$ cat config.mk
export PLATFORM = sky130hd
export DESIGN_NAME = ahb_slave_arbiter
export DESIGN_NICKNAME = d
export VERILOG_FILES = /design/src/rtl/ahb_arb_pkg.sv /design/src/rtl/ahb_rr_picker.sv /design/src/rtl/ahb_slave_arbiter.sv
export SDC_FILE = /design/constraint.sdc
export NUM_CORES = 1
export LEC_CHECK = 0
export ABC_CLOCK_PERIOD_IN_PS = 2750
export BUFFER_PORTS_ARGS = -buffer_cell sky130_fd_sc_hd__buf_2
export CAP_MARGIN = 20
export CORE_UTILIZATION = 43
export CTS_CLUSTER_DIAMETER = 60
export DETAILED_ROUTE_END_ITERATION = 16
export PLACE_DENSITY = 0.86
export SKIP_LAST_GASP = 1
export SYNTH_ARGS = -nofsm -noshare
export SYNTH_HDL_FRONTEND = slang
export SYNTH_HIERARCHICAL = 1
export SYNTH_SLANG_ARGS = --single-unit
$ cat constraint.sdc
create_clock -name clk -period 2.75 [get_ports clk]
set_input_delay 0.275 -clock clk [delete_from_list [all_inputs] [get_ports clk]]
set_output_delay 0.275 -clock clk [all_outputs]
set_load 0.02 [all_outputs]
$ cat src/rtl/ahb_arb_pkg.sv
// Shared encodings and the round-robin helper for the AHB slave-port arbiter.
package ahb_arb_pkg;

    typedef enum logic {
        ARB_IDLE  = 1'b0,
        ARB_GRANT = 1'b1
    } arb_state_e;

    localparam logic HRESP_OKAY  = 1'b0;
    localparam logic HRESP_ERROR = 1'b1;

    localparam int ARB_MAX_M = 4;
    localparam int ARB_OWN_W = 2;

    // First requester strictly after owner, wrapping; owner itself is the last candidate.
    function automatic logic [ARB_OWN_W-1:0] rr_next(
        input logic [ARB_OWN_W-1:0] owner,
        input logic [ARB_MAX_M-1:0] req,
        input int                   n
    );
        logic [ARB_OWN_W-1:0] pick;
        logic [ARB_OWN_W-1:0] idx;
        pick = owner;
        for (int k = ARB_MAX_M; k >= 1; k--) begin
            if (k <= n) begin
                idx = ARB_OWN_W'((int'(owner) + k) % n);
                if (req[idx]) begin
                    pick = idx;
                end
            end
        end
        return pick;
    endfunction

endpackage

$ cat src/rtl/ahb_rr_picker.sv
// Combinational round-robin next-owner select over NUM_MASTERS requesters.
module ahb_rr_picker
    import ahb_arb_pkg::*;
#(
    parameter int NUM_MASTERS = 2,
    parameter int OWNER_W     = 2
) (
    input  logic [OWNER_W-1:0]     owner_i,
    input  logic [NUM_MASTERS-1:0] req_i,
    output logic [OWNER_W-1:0]     next_o,
    output logic                   any_o
);

    logic [ARB_MAX_M-1:0] req_ext;

    always_comb begin
        req_ext = ARB_MAX_M'(req_i);
        next_o  = OWNER_W'(rr_next(ARB_OWN_W'(owner_i), req_ext, NUM_MASTERS));
        any_o   = |req_i;
    end

endmodule

$ cat src/rtl/ahb_slave_arbiter.sv
// Round-robin sharing of one AHB-lite slave port among NUM_MASTERS requesters.
// Optional ARB_BURST_HOLD_EN lets an owner keep the grant for up to MAX_HOLD transfers.
module ahb_slave_arbiter
    import ahb_arb_pkg::*;
#(
    parameter int NUM_MASTERS = 2,
    parameter int OWNER_W     = 2,
    parameter int ADDR_W      = 32,
`ifdef ARB_BURST_HOLD_EN
    parameter int MAX_HOLD    = 4,
`endif
    parameter int DATA_W      = 32
) (
    input  logic                          clk,
    input  logic                          reset,
    input  logic [NUM_MASTERS-1:0]        m_req,
    input  logic [NUM_MASTERS*ADDR_W-1:0] m_addr,
    input  logic [NUM_MASTERS-1:0]        m_write,
    output logic [NUM_MASTERS-1:0]        m_gnt,
    output logic [DATA_W-1:0]             m_rdata,
    output logic [NUM_MASTERS-1:0]        m_done,
    output logic [NUM_MASTERS-1:0]        m_err,
    output logic                          s_hsel,
    output logic                          s_hready,
    output logic [ADDR_W-1:0]             s_haddr,
    output logic                          s_hwrite,
    input  logic [DATA_W-1:0]             s_rdata,
    input  logic                          s_hresp,
    input  logic                          s_hreadyout
);

    localparam int SLOTS = 2 ** OWNER_W;

    arb_state_e               state_q, state_d;
    logic [OWNER_W-1:0]       owner_q, owner_d;
    logic                     dp_valid_q, dp_valid_d;
    logic [OWNER_W-1:0]       dp_owner_q, dp_owner_d;
    logic                     dp_write_q, dp_write_d;
    logic [NUM_MASTERS-1:0]   done_q, done_d;
    logic [NUM_MASTERS-1:0]   err_q, err_d;
    logic [DATA_W-1:0]        rdata_q, rdata_d;
`ifdef ARB_BURST_HOLD_EN
    localparam int HOLD_W = $clog2(MAX_HOLD + 1);
    logic [HOLD_W-1:0]        hold_q, hold_d;
`endif

    logic [ADDR_W-1:0]        addr_arr [SLOTS];
    logic [SLOTS-1:0]         req_ext;
    logic [SLOTS-1:0]         write_ext;
    logic                     bus_rdy, accept, complete;
    logic [OWNER_W-1:0]       rr_owner;
    logic                     rr_any;

    // Pad the master views to a power-of-two so owner indexes them directly.
    for (genvar i = 0; i < SLOTS; i++) begin : g_slot
        if (i < NUM_MASTERS) begin : g_used
            assign addr_arr[i]  = m_addr[i*ADDR_W +: ADDR_W];
            assign req_ext[i]   = m_req[i];
            assign write_ext[i] = m_write[i];
        end else begin : g_unused
            assign addr_arr[i]  = '0;
            assign req_ext[i]   = 1'b0;
            assign write_ext[i] = 1'b0;
        end
    end

    ahb_rr_picker #(
        .NUM_MASTERS(NUM_MASTERS),
        .OWNER_W    (OWNER_W)
    ) u_picker (
        .owner_i(owner_q),
        .req_i  (m_req),
        .next_o (rr_owner),
        .any_o  (rr_any)
    );

    always_ff @(posedge clk or negedge reset) begin
        if (!reset) begin
            state_q    <= ARB_IDLE;
            owner_q    <= OWNER_W'(NUM_MASTERS - 1);
            dp_valid_q <= 1'b0;
            dp_owner_q <= '0;
            dp_write_q <= 1'b0;
            done_q     <= '0;
            err_q      <= '0;
            rdata_q    <= '0;
`ifdef ARB_BURST_HOLD_EN
            hold_q     <= '0;
`endif
        end else begin
            state_q    <= state_d;
            owner_q    <= owner_d;
            dp_valid_q <= dp_valid_d;
            dp_owner_q <= dp_owner_d;
            dp_write_q <= dp_write_d;
            done_q     <= done_d;
            err_q      <= err_d;
            rdata_q    <= rdata_d;
`ifdef ARB_BURST_HOLD_EN
            hold_q     <= hold_d;
`endif
        end
    end

    // Arbitration only moves on bus-ready cycles, so wait states freeze owner and address.
    always_comb begin
        state_d    = state_q;
        owner_d    = owner_q;
        dp_valid_d = dp_valid_q;
        dp_owner_d = dp_owner_q;
        dp_write_d = dp_write_q;
        done_d     = '0;
        err_d      = '0;
        rdata_d    = rdata_q;
`ifdef ARB_BURST_HOLD_EN
        hold_d     = hold_q;
`endif
        if (bus_rdy) begin
`ifdef ARB_BURST_HOLD_EN
            if (accept && (int'(hold_q) + 1 < MAX_HOLD)) begin
                hold_d = hold_q + HOLD_W'(1);
            end else if (rr_any) begin
                state_d = ARB_GRANT;
                owner_d = rr_owner;
                hold_d  = '0;
            end else begin
                state_d = ARB_IDLE;
                hold_d  = '0;
            end
`else
            if (rr_any) begin
                state_d = ARB_GRANT;
                owner_d = rr_owner;
            end else begin
                state_d = ARB_IDLE;
            end
`endif
        end
        if (accept) begin
            dp_valid_d = 1'b1;
            dp_owner_d = owner_q;
            dp_write_d = s_hwrite;
        end else if (complete) begin
            dp_valid_d = 1'b0;
        end
        if (complete) begin
            done_d  = NUM_MASTERS'(1) << dp_owner_q;
            err_d   = (s_hresp == HRESP_ERROR) ? done_d : '0;
            rdata_d = dp_write_q ? '0 : s_rdata;
        end
    end

    always_comb begin
        bus_rdy  = ~dp_valid_q | s_hreadyout;
        s_hsel   = (state_q == ARB_GRANT) & req_ext[owner_q];
        s_haddr  = s_hsel ? addr_arr[owner_q] : '0;
        s_hwrite = s_hsel & write_ext[owner_q];
        s_hready = bus_rdy;
        m_gnt    = (state_q == ARB_GRANT) ? (NUM_MASTERS'(1) << owner_q) : '0;
        accept   = s_hsel & bus_rdy;
        complete = dp_valid_q & s_hreadyout;
        m_done   = done_q;
        m_err    = err_q;
        m_rdata  = rdata_q;
    end

    a_gnt_onehot : assert property (@(posedge clk) disable iff (!reset) $onehot0(m_gnt));

endmodule

Word level (Yosys, flattened, before mapping)
Index checks and enable logic that the tools add are counted.
Word-level totals
  input port bits: 104
  flip-flop bits (word level): 43
  output and inout bits: 73
  word-level logic and storage cells: 51
Operators by class
  magnitude comparators: 4
  muxes and demuxes: 22
  bitwise logic cells: 9
  $add $sub $neg: 2
  shift operators: 2
  reduce and logical (&&, ||, !) cells: 4
Operator list (number)
  two-way mux 32 bit: 4
  binary-select mux 32 bit (select 2 bit): 1
  two-way mux 2 bit: 6
  less-than comparator 2 x 3 -> 1 bit, second input constant: 3
  binary-select mux 1 bit (select 2 bit): 4
  two-way mux 1 bit: 7
  AND 1 bit: 4
  nonzero test 2 bit: 2
  << shifter 1 x 2 -> 2 bit, first input constant: 2
  >= comparator 3 bit, second input constant: 1
  inverter 2 -> 3 bit: 1
  AND reduction 3 bit: 1
  adder 1 bit, second input constant: 2
  AND 1 bit, first input constant: 2
  OR reduction 2 bit: 1
  inverter 1 bit: 1
  OR 1 bit: 1

Logic depth before layout (Yosys ltp)
  word-level depth: 6
  gate-level depth with buffers: 5
  gate-level depth less buffers: 3

Hierarchy
The synthesis kept the hierarchy.
By module, submodules not included
  ahb_slave_arbiter: area each 2280.9 um^2, sequential area each 1077.3 um^2, cells an instance 249, instances 1
  ahb_rr_picker: area each 27.5 um^2, sequential area each 0.0 um^2, cells an instance 5, instances 1

Worst setup path after synthesis
OpenSTA, ideal clock, no wires.
  path type: reg-to-output
  from: reg owner_q[0]
  to: out s_hwrite
  path slack: 0.983 ns
  data required time: 2.475 ns
  path buffers: 1
  arrival: 1.492 ns
  cell stages (with the launch flop): 5
  path through: dfstp_2 -> mux2i_1 -> or2_1 -> buf_2 -> nor3_1
Between the ends
  word-level cells in the longest chain between the ends: 4
  elaborated cells between the ends (all ways): 6
  classes of those cells: mux: 4; bitwise: 2
RTL lines
  from (decl): RTL line ahb_slave_arbiter.sv:35  | logic [OWNER_W-1:0] owner_q, owner_d;
  from (signal assigned): RTL line ahb_slave_arbiter.sv:80  | owner_q <= OWNER_W'(NUM_MASTERS - 1);
  from (signal assigned): RTL line ahb_slave_arbiter.sv:92  | owner_q <= owner_d;
  binary-select mux 1 bit (select 2 bit): RTL line ahb_slave_arbiter.sv:155  | s_hsel = (state_q == ARB_GRANT) & req_ext[owner_q];
  two-way mux 1 bit (not written as such): RTL line ahb_slave_arbiter.sv:155
  AND 1 bit: RTL line ahb_slave_arbiter.sv:155
  AND 1 bit *: RTL line ahb_slave_arbiter.sv:157  | s_hwrite = s_hsel & write_ext[owner_q];
  to (decl): RTL line ahb_slave_arbiter.sv:26  | output logic s_hwrite,
Mark *: on every way between the ends. The rest lies on a longest branch, timed or not. The select of a mux whose other input is x is not followed.

Final worst setup path
Same ends and word-level chain as after synthesis.

==> impl_results.md <==
* Status: complete, no violations
* Unique cell type count in the Yosys netlist at 24
* DRT iter0 DRCs at 80
* Vias in the first global route at 1,891
* Comb pwr share at 0.529
* Tcrit/Tclk final at 0.767
* Slew margin rel. at 0.350
* CTS max path bufs at 2
* Clk_skew at 4.05 ps
* Vias per cell at 4.70
* Clock buffer count from CTS at 5
* Fin Setup TNS at 0 ps
* Cell count after synthesis at 254
* Sw Ratio at 0.434
* Power Dens Cells at 1070 nW/um^2
* Clk sink count at 43
* Startpoint types: flip-flop
* Synthesized Nets at 358
* GPL Wtd Cong at 0.771
* Worst-Margin Slew at 971 ps
* HPWL after DPL at 4470 microns
* CP Cell Sequence: buf_4 -> mux2i_1 -> nor3_1 -> buf_2
* Most frequent cells in the layout: buf_2 (176), dfrtp_1 (42), nor2_1 (38)
* H-Tree Depth at 2
* Clock network fraction of design power at 0.160
* Critical path buffers and inverters at 2
* Total power at 3.56 mW
* Post-DP Area at 3200 sq um
* Via count at 2,319
* Fmax at 474 MHz
* Core Util, Final at 0.649
* Clk root buf: clkbuf_8
* Hold Slack at 129 ps
* Leak pwr at 1.94 nW
* Finished Layout Cells at 493
* Final nets at 526
* Chip Height at 75.3 microns
* RSZ-0062 raised after global routing: no
* Layout cell share with drive strength beyond 1 at 0.466
* Kind of critical path: reg -> out
* Delay of the slowest critical-path stage at 540 ps
* Row Count at 26
* First-pass iteration count of the detailed router at 4
* Clock transition at path regs at 80 ps
* Commonest non-fill, non-tap cell in the layout: buf_2
* Pre-CTS WS at 962 ps
* Synthesized area at 2310 sq um
* Initial antenna violation count at 0
* Dpl cells at 485
* Synth Register Bits at 43
* Remaining Overflow, GRT at 0
* CP max stage cell: dfstp_2
* Total global-route track usage at 0.188
* Die W at 75.3 microns
* Routed Antenna Nets at 0
* Crit path DAT at 1830 ps
* CP Max Fanout at 39
* Clock Latency Late Sink at 290 ps
* Post-route cell area at 3330 sq um
* Internal power at 2.02 mW
* Setup violators final at 0
* Crit end category: output pin
* Tmin final at 2110 ps
* I/O pins at 177
* P_sw at 1.55 mW
* Post-CTS Setup Inserts at 0
* Max-slew violations at 0
* # resized after CTS at 0
* Hold Fails Final Rpt at 0
* Syn_area_per_cell at 9.09 sq um
* HP Class: in -> async
* Synth-to-layout area growth at 44.4%
* Post-CTS Hold Fix Bufs at 0
* Sequential-to-total area share from yosys stat at 0.467
* IR Drop Worst-Case VDD at 491 uV
* Delay-heaviest family, CP: buffers and inverters
* CTS tree: done
* Sequential Power Share at 0.312
* Maxcap violations at 0
* DRC at 0
* Worst Path Required at 2480 ps
* Starting Density at 0.449
* WL final at 5860 microns
* PortBufs at 176
* Largest net degree at the start of global routing at 67
* Ant. Diodes at 0
* First-pass GRT wire length at 7910 microns
* Ys Warns at 6
* Core area at 5140 sq um
* Full die area at 5670 sq um
* Post-route setup slack at 641 ps
* Routed length per instance at 11.9 microns
-- power by group through the flow --
stage | Combinational [mW] | Clock, mW | Sequential, mW
after global placement | 1.86 | 0 | 1.11
after CTS | 1.90 | 0.586 | 1.11
after detailed placement | 1.90 | 0 | 1.13
after global routing | 2.07 | 0.611 | 1.16
after floorplan | 1.04 | 0 | 1.40
final | 1.88 | 0.570 | 1.11
-- layout make-up --
type	instances	area (sq um)
flip-flops and latches	43	1080
fillers	447	1810
clock buffers	6	72.6
multi-input cells	189	1120
well taps	70	87.6
clock inverters	2	60.1
inverters	4	15.0
repair buffers	179	903
-- synth_stat cells --
library cell,n,area share
inv_2,1,0.0016
dfrtp_1,42,0.46
buf_2,5,0.011
inv_1,3,0.0049
nand3_1,1,0.0022
nand2_1,35,0.057
nand2b_4,1,0.0060
nand2b_1,34,0.092
a21oi_1,1,0.0022
nor2_1,38,0.062
or2_1,1,0.0027
buf_4,1,0.0033
clkbuf_1,8,0.013
or2_4,1,0.0038
dfstp_2,1,0.011
o21ai_0,33,0.072
mux2i_1,34,0.15
nor3_1,3,0.0065
nor2_2,1,0.0027
buf_1,1,0.0016
mux2_2,4,0.020
buf_6,3,0.015
nor2b_1,1,0.0027
nor3b_2,1,0.0054
-- cell families (layout without fill, tap and decap cells) --
group                  Yosys count  after routing  share of synthesized area
AOI/OAI and AO/OA               34             34                     0.0737
DFF                             43             43                      0.467
muxes                           38             38                      0.167
buffers and inverters           22            191                     0.0499
and+or+nand+nor                117            117                      0.243
-- flip-flops by register name (all words and copies together), names as in the netlist --
register / flops
state_q: 1
m_rdata: 32
dp_owner_q: 2
owner_q: 2
dp_write_q: 1
m_err: 2
dp_valid_q: 1
m_done: 2
-- path summary, 6_finish.rpt --
kind	startpoint	cells past startpoint	to	slack, ps
worst max register to register	owner_q[0]	4	dp_write_q	980
worst min-delay path	reset	1	m_rdata[15]	130
min in group clk	s_rdata[12]	3	m_rdata[12]	230
worst min register to register	m_rdata[1]	2	m_rdata[1]	480
max in group asynchronous	reset	1	m_rdata[20]	2040
worst max-delay path	owner_q[0]	4	s_hwrite	640
-- layer usage --
metal / GRT usage / wire (microns)
met1: 0.185 / 2240
met2: 0.368 / 3040
met3: 0.0522 / 487
met4: 0.0720 / 92
met5: 0 / 0
Note: power is estimated with default switching activity, not from simulation.
